## src/rtl/interrupt_sequencer_if.sv

```systemverilog
// Pin bundle between the 6502 core (master) and the cycle/interrupt sequencer (slave).
// The master drives the pins and decoder hints. The slave returns the microcode step and the sequencing controls.
interface interrupt_sequencer_if;
  logic       rdy;
  logic       nmi_n;
  logic       irq_n;
  logic       i_flag;
  logic       insn_done;
  logic       ir_is_brk;
  logic [2:0] tstate;
  logic       sync;
  logic       inject_brk;
  logic       write_inhibit;
  logic       b_flag;
  logic [1:0] vector_sel;

  modport master (
    output rdy, nmi_n, irq_n, i_flag, insn_done, ir_is_brk,
    input  tstate, sync, inject_brk, write_inhibit, b_flag, vector_sel
  );

  modport slave (
    input  rdy, nmi_n, irq_n, i_flag, insn_done, ir_is_brk,
    output tstate, sync, inject_brk, write_inhibit, b_flag, vector_sel
  );
endinterface

```

## src/rtl/interrupt_sequencer.sv

```systemverilog
// 6502 cycle/interrupt sequencer. It owns the T-state counter, the reset sequence,
// NMI edge capture, IRQ/NMI injection at instruction boundaries, and vector selection with NMI hijack.
module interrupt_sequencer #(
  parameter int unsigned RST_CYCLES = 7
) (
  input logic                 clk,
  input logic                 rst_n,
  interrupt_sequencer_if.slave bus
);

  typedef enum logic [1:0] {ST_RST, ST_RUN, ST_INT} state_e;

  localparam logic [1:0] VEC_IRQ  = 2'b00;
  localparam logic [1:0] VEC_NMI  = 2'b01;
  localparam logic [1:0] VEC_RST  = 2'b10;
  localparam logic [2:0] RST_LAST = 3'(RST_CYCLES - 1);
  localparam logic [2:0] INT_LAST = 3'd6;
  localparam logic [2:0] HIJACK_T = 3'd4;

  state_e     state_q, state_d;
  logic [2:0] tstate_q, tstate_d;
  logic       sync_q, sync_d;
  logic       inj_q, inj_d;
  logic       wi_q, wi_d;
  logic       bf_q, bf_d;
  logic [1:0] vec_q, vec_d;
  logic       nmi_pend_q, nmi_pend_d;
  logic       nmi_prev_q, nmi_prev_d;

  logic [2:0] tstate_inc;
  logic       nmi_edge;
  logic       nmi_commit;
  logic       hijack_ok;

  always_comb begin
    state_d    = state_q;
    tstate_d   = tstate_q;
    vec_d      = vec_q;
    nmi_commit = 1'b0;

    // The counter saturates at 7. A runaway instruction holds there until the decoder ends it.
    tstate_inc = (tstate_q == 3'd7) ? 3'd7 : tstate_q + 3'd1;
    nmi_edge   = nmi_prev_q & ~bus.nmi_n;
    hijack_ok  = (state_q == ST_RUN && bus.ir_is_brk && !bus.insn_done) ||
                 (state_q == ST_INT && vec_q == VEC_IRQ);

    if (bus.rdy) begin
      unique case (state_q)
        ST_RST: begin
          if (tstate_q == RST_LAST) begin
            state_d  = ST_RUN;
            tstate_d = 3'd0;
            vec_d    = VEC_IRQ;
          end else begin
            tstate_d = tstate_inc;
          end
        end
        ST_RUN: begin
          if (bus.insn_done) begin
            tstate_d = 3'd0;
            vec_d    = VEC_IRQ;
            if (nmi_pend_q) begin
              state_d    = ST_INT;
              vec_d      = VEC_NMI;
              nmi_commit = 1'b1;
            end else if (!bus.irq_n && !bus.i_flag) begin
              state_d = ST_INT;
            end
          end else begin
            tstate_d = tstate_inc;
          end
        end
        ST_INT: begin
          if (tstate_q == INT_LAST) begin
            state_d  = ST_RUN;
            tstate_d = 3'd0;
            vec_d    = VEC_IRQ;
          end else begin
            tstate_d = tstate_inc;
          end
        end
        default: begin
          state_d  = ST_RST;
          tstate_d = 3'd0;
          vec_d    = VEC_RST;
        end
      endcase

      // A late NMI redirects a BRK or IRQ stack sequence before the vector fetch at T5.
      if (hijack_ok && tstate_q == HIJACK_T && nmi_pend_q) begin
        vec_d      = VEC_NMI;
        nmi_commit = 1'b1;
      end
    end

    nmi_prev_d = bus.nmi_n;
    nmi_pend_d = nmi_edge | (nmi_pend_q & ~nmi_commit);

    if (bus.rdy) begin
      sync_d = (state_d == ST_RUN) && (tstate_d == 3'd0);
      inj_d  = (state_d != ST_RUN);
      wi_d   = (state_d == ST_RST);
      bf_d   = (state_d == ST_RUN) && bus.ir_is_brk && (tstate_d != 3'd0);
    end else begin
      sync_d = sync_q;
      inj_d  = inj_q;
      wi_d   = wi_q;
      bf_d   = bf_q;
    end
  end

  always_ff @(posedge clk or negedge rst_n) begin
    if (!rst_n) begin
      state_q    <= ST_RST;
      tstate_q   <= 3'd0;
      sync_q     <= 1'b0;
      inj_q      <= 1'b1;
      wi_q       <= 1'b1;
      bf_q       <= 1'b0;
      vec_q      <= VEC_RST;
      nmi_pend_q <= 1'b0;
      nmi_prev_q <= 1'b1;
    end else begin
      state_q    <= state_d;
      tstate_q   <= tstate_d;
      sync_q     <= sync_d;
      inj_q      <= inj_d;
      wi_q       <= wi_d;
      bf_q       <= bf_d;
      vec_q      <= vec_d;
      nmi_pend_q <= nmi_pend_d;
      nmi_prev_q <= nmi_prev_d;
    end
  end

  assign bus.tstate        = tstate_q;
  assign bus.sync          = sync_q;
  assign bus.inject_brk    = inj_q;
  assign bus.write_inhibit = wi_q;
  assign bus.b_flag        = bf_q;
  assign bus.vector_sel    = vec_q;

endmodule
```

## src/flat_wrapper.sv

```systemverilog
// flat-port wrapper written by rule: the top's interface ports become plain ports
module interrupt_sequencer_flat 
#(
  parameter int unsigned RST_CYCLES = 7
)
  (clk, rst_n, bus_rdy, bus_nmi_n, bus_irq_n, bus_i_flag, bus_insn_done, bus_ir_is_brk, bus_tstate, bus_sync, bus_inject_brk, bus_write_inhibit, bus_b_flag, bus_vector_sel);
  interrupt_sequencer_if bus_i ();
  input logic clk;
  input logic rst_n;
  input wire logic [$bits(bus_i.rdy)-1:0] bus_rdy;
  input wire logic [$bits(bus_i.nmi_n)-1:0] bus_nmi_n;
  input wire logic [$bits(bus_i.irq_n)-1:0] bus_irq_n;
  input wire logic [$bits(bus_i.i_flag)-1:0] bus_i_flag;
  input wire logic [$bits(bus_i.insn_done)-1:0] bus_insn_done;
  input wire logic [$bits(bus_i.ir_is_brk)-1:0] bus_ir_is_brk;
  output wire logic [$bits(bus_i.tstate)-1:0] bus_tstate;
  output wire logic [$bits(bus_i.sync)-1:0] bus_sync;
  output wire logic [$bits(bus_i.inject_brk)-1:0] bus_inject_brk;
  output wire logic [$bits(bus_i.write_inhibit)-1:0] bus_write_inhibit;
  output wire logic [$bits(bus_i.b_flag)-1:0] bus_b_flag;
  output wire logic [$bits(bus_i.vector_sel)-1:0] bus_vector_sel;
  assign bus_i.rdy = bus_rdy;
  assign bus_i.nmi_n = bus_nmi_n;
  assign bus_i.irq_n = bus_irq_n;
  assign bus_i.i_flag = bus_i_flag;
  assign bus_i.insn_done = bus_insn_done;
  assign bus_i.ir_is_brk = bus_ir_is_brk;
  assign bus_tstate = bus_i.tstate;
  assign bus_sync = bus_i.sync;
  assign bus_inject_brk = bus_i.inject_brk;
  assign bus_write_inhibit = bus_i.write_inhibit;
  assign bus_b_flag = bus_i.b_flag;
  assign bus_vector_sel = bus_i.vector_sel;
  interrupt_sequencer #(.RST_CYCLES(RST_CYCLES)) u_core (.clk(clk), .rst_n(rst_n), .bus(bus_i));
endmodule
```

## config.mk

```make
export PLATFORM = sky130hd
export DESIGN_NAME = interrupt_sequencer_flat
export DESIGN_NICKNAME = d
export VERILOG_FILES = /design/src/rtl/interrupt_sequencer_if.sv /design/src/rtl/interrupt_sequencer.sv /design/src/flat_wrapper.sv
export SDC_FILE = /design/constraint.sdc
export NUM_CORES = 1
export LEC_CHECK = 0
export BUFFER_PORTS_ARGS = -buffer_cell sky130_fd_sc_hd__buf_4
export CAP_MARGIN = 40
export CORE_MARGIN = 1
export CORE_UTILIZATION = 55
export DETAILED_ROUTE_END_ITERATION = 8
export GPL_TIMING_DRIVEN = 0
export PLACE_DENSITY = 0.81
export SLEW_MARGIN = 15
export SYNTH_ARGS = -nofsm -noshare
export SYNTH_HDL_FRONTEND = slang
export SYNTH_SLANG_ARGS = --single-unit
```

## constraint.sdc

```tcl
create_clock -name clk -period 2.3 [get_ports clk]
set_input_delay 0.345 -clock clk [delete_from_list [all_inputs] [get_ports clk]]
set_output_delay 0.345 -clock clk [all_outputs]
set_load 0.02 [all_outputs]
```

==> impl_metrics.ini, run 1 <==
[outcome]
status = finished clean

[placement]
io_buffer_count = 16
dpl_cell_area_um2 = 923
gp_congestion = 0.859
numPlacedInstances = 111
dp_hpwl_um = 1250
post-place-ws_ps = 681

[floorplanning]
die_w_um = 39.8
die_area_um2 = 1580
initial_core_util = 0.595
die_h_um = 39.8
io_pins = 17
rows = 13
core-area_um2 = 1320

[layout]
final_nets = 113
fin_cells = 116
fin_util = 0.728
largest_register_ffs = 3
fillers = 100
drive_gt1_frac = 0.337
fin_area_um2 = 960
synthToLayoutAreaGrowth_pct = 22.3
diodes = 0

[cts]
clkTransAtPathRegs_ps = 80
cts_tree = yes
clock_path_buffers = 2
clock_latency_ps = 270
clockRootBuffer = clkbuf_4
cts_resized = 0
cts_made_buffers = 3
cts.sinks = 13
htree_levels = 1

[critical_path]
startpoint_type = register
cp.required_ps = 2500
crit_arrival_ps = 1850
crit_type = register to register
cp_max_fo = 8
crit_path_end_kind = register

[pwr]
p_clk_frac = 0.111
switching_power_mw = 0.554
p_per_area_nw_per_um2 = 1340
power_mw = 1.28
p_int_mw = 0.729
power_leakage_nw = 0.458
p_seq_frac = 0.337
switching_share = 0.432
vdd_drop_max_mv = 0.847
pwr-share-comb = 0.552

[timing]
slew_headroom = 0.652
hold_ws_ps = 181
setup_violations = 0
period_minus_slack_ps = 1650
rsz0062_at_grt = no
worst_pin_slew_ps = 518
hold_viol = 0
fin_setup_tns_ps = 0
finalCritPeriodShare = 0.717
fin_skew_ps = 4.20
setup_ws_ps = 651
slew_viol_final = 0
max_freq_ghz = 0.606

[grt]
grt_remaining_overflow = 0
grt_first_pass_wirelength_um = 2360
grt_busiest_layer = met2
use_met3 = 0.0682
met1_usage = 0.308
antenna_found_initial = 0
grt_pass1_vias = 515
grt_max_degree = 14
grtUsageMet2 = 0.373
track_usage = 0.238

[yosys]
async_reset_ff_frac = 1.00
syn-cell-area_um2 = 785
synth_edf_count = 0
ys_seq_elements = 13
synth_fp_nets = 91
syn_inst = 80
synth_ff_type = dfrtp_1
synth_cell_types = 38
seq_area_frac_synth = 0.421
syn_area_per_cell_um2 = 9.81
ys_warn_count = 0

[route]
antenna_left = 0
vias = 674
via_per_inst = 5.81
firstDrtPassIters = 4
route.final.wire_length_um = 1660
wire_per_inst_um = 14.3
drt-initial-drc-count = 17
drcViolationCount = 0

[job]
drv_cap = 0

[min_path]
hold_class = input port to register
repair_timing:
item                                   4_1_cts  5_1_grt
endpoints found under the hold margin        9        0
hold buffers                                 1        0
setup buffers                                0        0
power by group through the flow:
stage / combinational [mW] / clock (mW) / sequential (mW)
6_report: 0.708 / 0.142 / 0.432
5_1_grt: 0.774 / 0.156 / 0.445
4_1_cts: 0.707 / 0.143 / 0.432
2_1_floorplan: 0.417 / 0 / 0.503
3_3_place_gp: 0.685 / 0 / 0.429
3_5_place_dp: 0.703 / 0 / 0.435
critical path, cell delays in order (launching register included):
cell and delay [ps]:
dfrtp_1 470, inv_1 110, ha_1 200, a21oi_1 80, a311oi_1 470, nand3_1 130
o22ai_1 110
cells in the mapped netlist, drive strengths merged (2+ instances only):
library cell,n,share of area
nand3b,2,0.019
inv,6,0.029
mux2i,2,0.026
a21o,2,0.021
dfrtp,9,0.29
nand2,7,0.043
and2,2,0.019
a21oi,6,0.038
a21boi,2,0.024
a31oi,3,0.024
ha,3,0.048
o22ai,3,0.024
nand3,2,0.013
o21ai,4,0.026
buf,3,0.026
nor2,5,0.024
dfstp,4,0.13
final timing paths:
path | start | cells past startpoint | endpoint | slack (ps)
setup / recovery | u_core.bus.tstate[0]$_DFF_PN0_ | 6 | u_core.bus.b_flag$_DFFE_PN0P_ | 650
hold / removal | bus_nmi_n | 1 | u_core.nmi_prev_q$_DFF_PN1_ | 180
setup reg to reg | u_core.bus.tstate[0]$_DFF_PN0_ | 6 | u_core.bus.b_flag$_DFFE_PN0P_ | 650
hold reg to reg | u_core.bus.inject_brk$_DFFE_PN1P_ | 2 | u_core.bus.inject_brk$_DFFE_PN1P_ | 470
max in group asynchronous | rst_n | 2 | u_core.bus.vector_sel[1]$_DFFE_PN1P_ | 1590
min in group asynchronous | rst_n | 2 | u_core.bus.vector_sel[0]$_DFFE_PN0P_ | 480
layout by cell type (no fill, tap or decap), types with 2 or more instances in the layout:
| cell type | netlist | final |
|---|---|---|
| buf_4 | 2 | 18 |
| nand3b_1 | 2 | 2 |
| ha_1 | 3 | 3 |
| inv_1 | 6 | 6 |
| mux2i_1 | 2 | 2 |
| clkbuf_4 | 0 | 3 |
| a31oi_1 | 3 | 3 |
| dfstp_2 | 4 | 4 |
| o22ai_1 | 3 | 3 |
| a21oi_1 | 6 | 6 |
| nand3_1 | 2 | 2 |
| nor2_1 | 5 | 5 |
| clkbuf_1 | 1 | 2 |
| dfrtp_1 | 9 | 9 |
| o21ai_1 | 3 | 3 |
| nand2_1 | 6 | 6 |
cell families after synthesis:
logic type	count (synthesis)	share of synthesized area
compound gates	27	0.238
fa+ha+maj	3	0.0479
buf+inv	10	0.0590
flops	13	0.421
mux	3	0.0447
simple gates	24	0.190
layer usage:
metal  up-vias  wire length, um  part of all wire
met1       310              770              0.46
met3         4               89             0.054
met4         0               17             0.010
met5         -                0                 0
met2        27              779              0.47
li1        333                -                 -
layout make-up:
| class | count | area, um2 | share of cell area |
|---|---|---|---|
| Multi-Input combinational cell | 57 | 408 | 0.425 |
| Sequential cell | 13 | 330 | 0.344 |
| Timing Repair Buffer | 17 | 130 | 0.136 |
| Clock buffer | 4 | 26.3 | 0.0274 |
| Buffer | 4 | 23.8 | 0.0248 |
| Inverter | 6 | 22.5 | 0.0235 |
| Tap cell | 15 | 18.8 | 0.0196 |
No activity file was read; power rests on OpenSTA's default activity.
==> run 2, diff against run 1 <==
--- a/config.mk
+++ b/config.mk
@@ -5,13 +5,14 @@
 export SDC_FILE = /design/constraint.sdc
 export NUM_CORES = 1
 export LEC_CHECK = 0
+export ABC_AREA = 1
 export BUFFER_PORTS_ARGS = -buffer_cell sky130_fd_sc_hd__buf_4
 export CAP_MARGIN = 40
 export CORE_MARGIN = 1
-export CORE_UTILIZATION = 55
+export CORE_UTILIZATION = 47
 export DETAILED_ROUTE_END_ITERATION = 8
 export GPL_TIMING_DRIVEN = 0
-export PLACE_DENSITY = 0.81
+export PLACE_DENSITY = 0.73
 export SLEW_MARGIN = 15
 export SYNTH_ARGS = -nofsm -noshare
 export SYNTH_HDL_FRONTEND = slang
==> constraint.sdc (replaced) <==
create_clock -name clk -period 1.5 [get_ports clk]
set_input_delay 0.225 -clock clk [delete_from_list [all_inputs] [get_ports clk]]
set_output_delay 0.225 -clock clk [all_outputs]
set_load 0.02 [all_outputs]
==> run 2 against run 1 <==
  * The run now ends with design-rule violations left
  * Sequential cell count unchanged
  * Non-clock buffer count down 2
  * Synthesized cell count grew 31%
  * Worst setup slack worse by 560 ps
  * Synthesized area increased by 2.6%
  * Cell count increased by 23%
  * Clock skew about the same
  * Die area rose by 19%
  * Critical path type unchanged
  * Largest power group unchanged
==> impl_metrics.ini, run 2 <==
[yosys]
synth_fa_ha_area_frac = 0.0467
synth_top_area_share = 0.280
synth_top_area_cell = dfrtp_1
synth_ff_type = dfrtp_1
synth-xor-area-share = 0
synth_common_cells = nand2_1, inv_1, dfrtp_1, nor2_1, nand3_1
syn-cell-area_um2 = 805
ys_seq_elements = 13
synth-simple-area-share = 0.420
synth_cell_types = 20
ys_warn_count = 0
synth_top_family_by_area = simple AND/OR/NAND/NOR gates
synth.area.mux_share = 0
synth_edf_count = 0
seq_area_frac_synth = 0.411
syn_area_per_cell_um2 = 7.66
syn_inst = 105
async_reset_ff_frac = 1.00
synth-compound-area-share = 0.0435
synth_fp_nets = 116
synthMostInstantiatedCell = nand2_1
synth.area.top_cells = dfrtp_1, nand2_1, dfstp_2

[cts]
htree_levels = 1
cts_tree = yes
clockRootBuffer = clkbuf_4
clock_latency_ps = 260
clock_path_buffers = 2
cts.sinks = 13
cts_made_buffers = 3
clkTransAtPathRegs_ps = 70

[min_path]
hold_class = input port to register

[timing]
period_minus_slack_ps = 1410
finalCritPeriodShare = 0.941
max_freq_ghz = 0.708
slew_headroom = 0.821
slew_viol_final = 0
fin_skew_ps = 4.25
worst_pin_slew_ps = 268
hold_viol = 0
setup_violations = 0
setup_ws_ps = 87.8
fin_setup_tns_ps = 0

[outcome]
violations = design-rule violations
status = finished with violations

[placement]
gp_congestion = 0.792
io_buffer_count = 15
dpl_cell_area_um2 = 937
post-place-ws_ps = 13.1
dp_hpwl_um = 1200

[grt]
grt_max_degree = 14
track_usage = 0.192
grt_pass1_vias = 658
grt_remaining_overflow = 0
grt_first_pass_wirelength_um = 2700
antenna_found_initial = 0

[route]
drt-initial-drc-count = 26
via_per_inst = 5.07
firstDrtPassIters = 6
vias = 725
drcViolationCount = 6
route.final.wire_length_um = 1690
antenna_left = 0
wire_per_inst_um = 11.8

[critical_path]
crit_path_end_kind = register
startpoint_type = register
cp_max_fo = 4
cp.required_ps = 1660
crit_arrival_ps = 1570
crit_type = register to register

[pwr]
power_leakage_nw = 0.558
p_int_mw = 1.12
power_mw = 2.13
p_seq_frac = 0.323
vdd_drop_max_mv = 1.15
pwr-share-comb = 0.582
p_clk_frac = 0.095
switching_power_mw = 1.01
switching_share = 0.475
p_per_area_nw_per_um2 = 2010

[layout]
fin_area_um2 = 1060
final_common_cell = nand2_1
final_nets = 139
largest_register_ffs = 3
synthToLayoutAreaGrowth_pct = 31.9
fin_util = 0.681
fillers = 131
mostFrequentLayoutCells = nand2_1, buf_4, inv_1
diodes = 0
drive_gt1_frac = 0.457

[floorplanning]
die_h_um = 43.4
rows = 14
initial_core_util = 0.516
core-area_um2 = 1560
io_pins = 17
die_area_um2 = 1880
die_w_um = 43.4

[job]
drv_cap = 0
==> run 2: cell count changes in the layout (fill, tap and decap cells not counted), moves of 3 or more <==
cell,change
inv_1,+5
inv_2,+4
nand2_1,+24
nand2_4,+4
o21ai_1,-3
o22ai_1,-3
a31oi_1,-3
nor2_4,+3
nand2_2,+7
nand3_1,+6
nand3_2,+4
nor2_2,+3
a21oi_1,-6
==> run 2: path summary, 6_finish.rpt <==
| check | to | slack, ps | depth (start not counted) | startpoint |
|---|---|---|---|---|
| setup / recovery | u_core.bus.b_flag$_DFFE_PN0P_ | 90 | 11 | u_core.bus.tstate[0]$_DFF_PN0_ |
| hold / removal | u_core.nmi_prev_q$_DFF_PN1_ | 70 | 1 | bus_nmi_n |
| setup reg to reg | u_core.bus.b_flag$_DFFE_PN0P_ | 90 | 11 | u_core.bus.tstate[0]$_DFF_PN0_ |
| hold reg to reg | u_core.bus.sync$_DFFE_PN0P_ | 480 | 2 | u_core.bus.sync$_DFFE_PN0P_ |
| max in group asynchronous | u_core.bus.write_inhibit$_DFFE_PN1P_ | 930 | 2 | rst_n |
| min in group asynchronous | u_core.state_q[1]$_DFF_PN0_ | 340 | 2 | rst_n |
==> run 2: routing by layer <==
metal | up-vias | part of all wire | global-route usage
met3 | 2 | 0.032 | 0.0125
met2 | 13 | 0.47 | 0.312
met5 | - | 0 | 0
met1 | 339 | 0.48 | 0.253
met4 | 0 | 0.0089 | 0.113
li1 | 371 | - | -
==> run 2: layout make-up <==
class                           count  area (um2)  area share
Buffer                              1        7.51     0.00708
Clock buffer                        4        26.3      0.0248
Inverter                           15        56.3      0.0531
Multi-Input combinational cell     76         480       0.453
Sequential cell                    13         333       0.314
Tap cell                           16        20.0      0.0189
Timing Repair Buffer               18         138       0.130
==> run 2: metrics by stage <==
stage               std cells  hold slack, ps
floorplan                 105           -70.6
global placement          136            74.0
detailed placement        136            75.4
CTS                       141            63.4
global route              143            60.1
finish                    143            74.6
==> run 2: cells by family (layout without fill, tap and decap cells) <==
kind of cell | after synthesis | after routing
simple gates | 68 | 68
fa+ha+maj | 3 | 3
compound gates | 5 | 5
buf+inv | 16 | 38
flops | 13 | 13
==> run 2: timing repair <==
item	CTS	global route
hold buffers	1	0
resized for setup	0	22
endpoints found under the hold margin	13	0
setup buffers	0	2
setup endpoints to repair	0	2
==> run 2: power by group through the flow <==
stage	Clock [mW]	Combinational (mW)	Sequential [mW]
global route	0.228	1.38	0.703
detailed placement	0	1.01	0.671
floorplan	0	0.633	0.754
finish	0.202	1.24	0.686
global placement	0	0.995	0.665
CTS	0.215	1.02	0.664
==> run 2: critical path, stage by stage, from the launching register on <==
cell and delay (ps):
dfrtp_2 430, inv_2 110, ha_4 140, nand2_2 70
nand2_2 110, nand2_4 80, nand2_4 70, nand2_4 60
nor2_4 90, nand2_1 50, nand3_1 50, nand2_1 50
==> run 3, diff against run 2 <==
--- a/config.mk
+++ b/config.mk
@@ -6,7 +6,7 @@
 export NUM_CORES = 1
 export LEC_CHECK = 0
 export ABC_AREA = 1
-export BUFFER_PORTS_ARGS = -buffer_cell sky130_fd_sc_hd__buf_4
+export BUFFER_PORTS_ARGS = -buffer_cell sky130_fd_sc_hd__buf_2
 export CAP_MARGIN = 40
 export CORE_MARGIN = 1
 export CORE_UTILIZATION = 47
==> run 3 against run 2 <==
  * Global-route usage increased by 0.30 points
  * Sequential cell count unchanged
  * Clock skew about the same
  * Clock power increased by 2%
  * Count of clock-buffer cells in the layout unchanged
  * Critical path type unchanged
  * Wire length increased by 3.1%
  * Die area unchanged
  * Non-clock buffer count unchanged
  * Power decreased by 3.0%
  * The run still ends with design-rule violations left
  * Register-to-register slack got worse by 30 ps
  * Combinational power decreased by 4%
==> impl_metrics.ini, run 3 (synthesis results as in run 2) <==
[pwr]
p_seq_frac = 0.325
p_int_mw = 1.06
vdd_drop_max_mv = 1.07
power_mw = 2.06
switching_share = 0.487
switching_power_mw = 1.00
power_leakage_nw = 0.551
pwr-share-comb = 0.575
p_per_area_nw_per_um2 = 2030
p_clk_frac = 0.100

[timing]
hold_ws_ps = 70.5
period_minus_slack_ps = 1440
max_freq_ghz = 0.693
finalCritPeriodShare = 0.962
worst_pin_slew_ps = 287
slew_headroom = 0.809
setup_ws_ps = 56.7
hold_viol = 0
fin_skew_ps = 4.75
slew_viol_final = 0
setup_violations = 0

[grt]
grt_first_pass_wirelength_um = 2740
grt_remaining_overflow = 0
grt_pass1_vias = 660
track_usage = 0.195
antenna_found_initial = 0
grt_max_degree = 14

[critical_path]
slowest_delay_ps = 430
cpMostUsedCell = nand2_2
cp_top_family = simple AND/OR/NAND/NOR gates
cp.required_ps = 1660
cpMaxStageDelayCell = dfrtp_1
crit_buf_inv = 1
cp_max_fo = 4
startpoint = u_core.bus.tstate[0]$_DFF_PN0_
crit_arrival_ps = 1600
r2r_setup_slack_ps = 60
crit_chain = inv_2 -> ha_2 -> nand2_2 -> nand2_2 -> nand2_4 -> nand2_2 -> nand2_4 -> nor2_4 -> nand2_1 -> nand3_1 -> nand2_1
crit_path_end_kind = register
r2r_cells = 11
startpoint_type = register
r2r_start = u_core.bus.tstate[0]$_DFF_PN0_
crit_type = register to register
r2r-end = u_core.bus.b_flag$_DFFE_PN0P_

[min_path]
hold-path-endpoint = u_core.nmi_prev_q$_DFF_PN1_
min_from = bus_nmi_n
hold_depth = 1
hold_class = input port to register

[outcome]
violations = design-rule violations
status = finished with violations

[job]
drv_cap = 0

[route]
antenna_left = 0
wire_per_inst_um = 12.2
via_per_inst = 5.18
drt-initial-drc-count = 34
vias = 741
drcViolationCount = 6
firstDrtPassIters = 6
route.final.wire_length_um = 1740

[floorplanning]
die_w_um = 43.4
rows = 14
die_area_um2 = 1880
die_h_um = 43.4
io_pins = 17
core-area_um2 = 1560
initial_core_util = 0.516

[placement]
dp_hpwl_um = 1200
gp_congestion = 0.821
numPlacedInstances = 136
io_buffer_count = 15
post-place-ws_ps = 18.1

[cts]
clock_path_buffers = 2
clock_latency_ps = 260
clkTransAtPathRegs_ps = 80
cts_made_buffers = 3
cts.sinks = 13
cts_tree = yes
htree_levels = 1
clockRootBuffer = clkbuf_4

[layout]
mostFrequentLayoutCells = nand2_1, buf_2, inv_1
synthToLayoutAreaGrowth_pct = 26.1
final_common_cell = nand2_1
largest_register_ffs = 3
final_nets = 139
drive_gt1_frac = 0.433
fin_cells = 143
diodes = 0
## run 3: cell counts in the layout (fill, tap and decap cells not counted)
No cell type changed its count.
## run 3: power by group through the flow
| stage | Clock [mW] | Combinational, mW | Sequential [mW] |
|---|---|---|---|
| floorplan | 0 | 0.633 | 0.754 |
| global placement | 0 | 0.939 | 0.657 |
| detailed placement | 0 | 0.957 | 0.662 |
| CTS | 0.214 | 0.964 | 0.656 |
| global route | 0.230 | 1.31 | 0.688 |
| finish | 0.206 | 1.19 | 0.670 |
## run 3: metal layers
layer	GRT usage	up-vias	wire length (um)
met3	0.0167	6	72
met1	0.257	343	802
met5	0	-	0
li1	-	370	-
met4	0.119	0	35
met2	0.312	22	829
## run 3: repair_timing
item                                   in CTS  in global routing
setup endpoints to repair                   0                  2
hold buffers                                1                  0
gates resized for setup                     0                 20
endpoints found under the hold margin       9                  0
buffers inserted                            0                  2
## run 3: worst reg2reg max path, delay by kind of cell, from the launching register on
family | cells | cell delay, ps
AND/OR/NAND/NOR | 9 | 630
adder cells (fa/ha/maj) | 1 | 170
flip-flops | 1 | 430
buffers and inverters | 1 | 100
## run 3: worst max-delay path by stage
stage / endpoint / slack (ps) / cells past startpoint
6_report: u_core.bus.b_flag$_DFFE_PN0P_ / 60 / 11
5_1_grt: u_core.bus.b_flag$_DFFE_PN0P_ / -30 / 11
4_1_cts: u_core.bus.b_flag$_DFFE_PN0P_ / 4 / 11
3_5_place_dp: u_core.bus.b_flag$_DFFE_PN0P_ / 20 / 11
3_3_place_gp: u_core.bus.b_flag$_DFFE_PN0P_ / 50 / 11
2_1_floorplan: u_core.bus.b_flag$_DFFE_PN0P_ / 40 / 11
## run 3: cell type report
type	count	area (um2)
Buffer	1	7.51
Timing Repair Buffer	18	104
Sequential cell	13	332
Fill cell	128	544
Clock buffer	4	26.3
Multi-Input combinational cell	76	469
Tap cell	16	20.0
Inverter	15	56.3
## run 3: per-stage QoR
stage	setup TNS, ps	instance area, um2	util
detailed placement	0	900	0.577
global placement	0	900	0.577
floorplan	0	805	-
CTS	0	936	0.600
finish	0	1010	0.651
global route	-26.2	1010	0.651
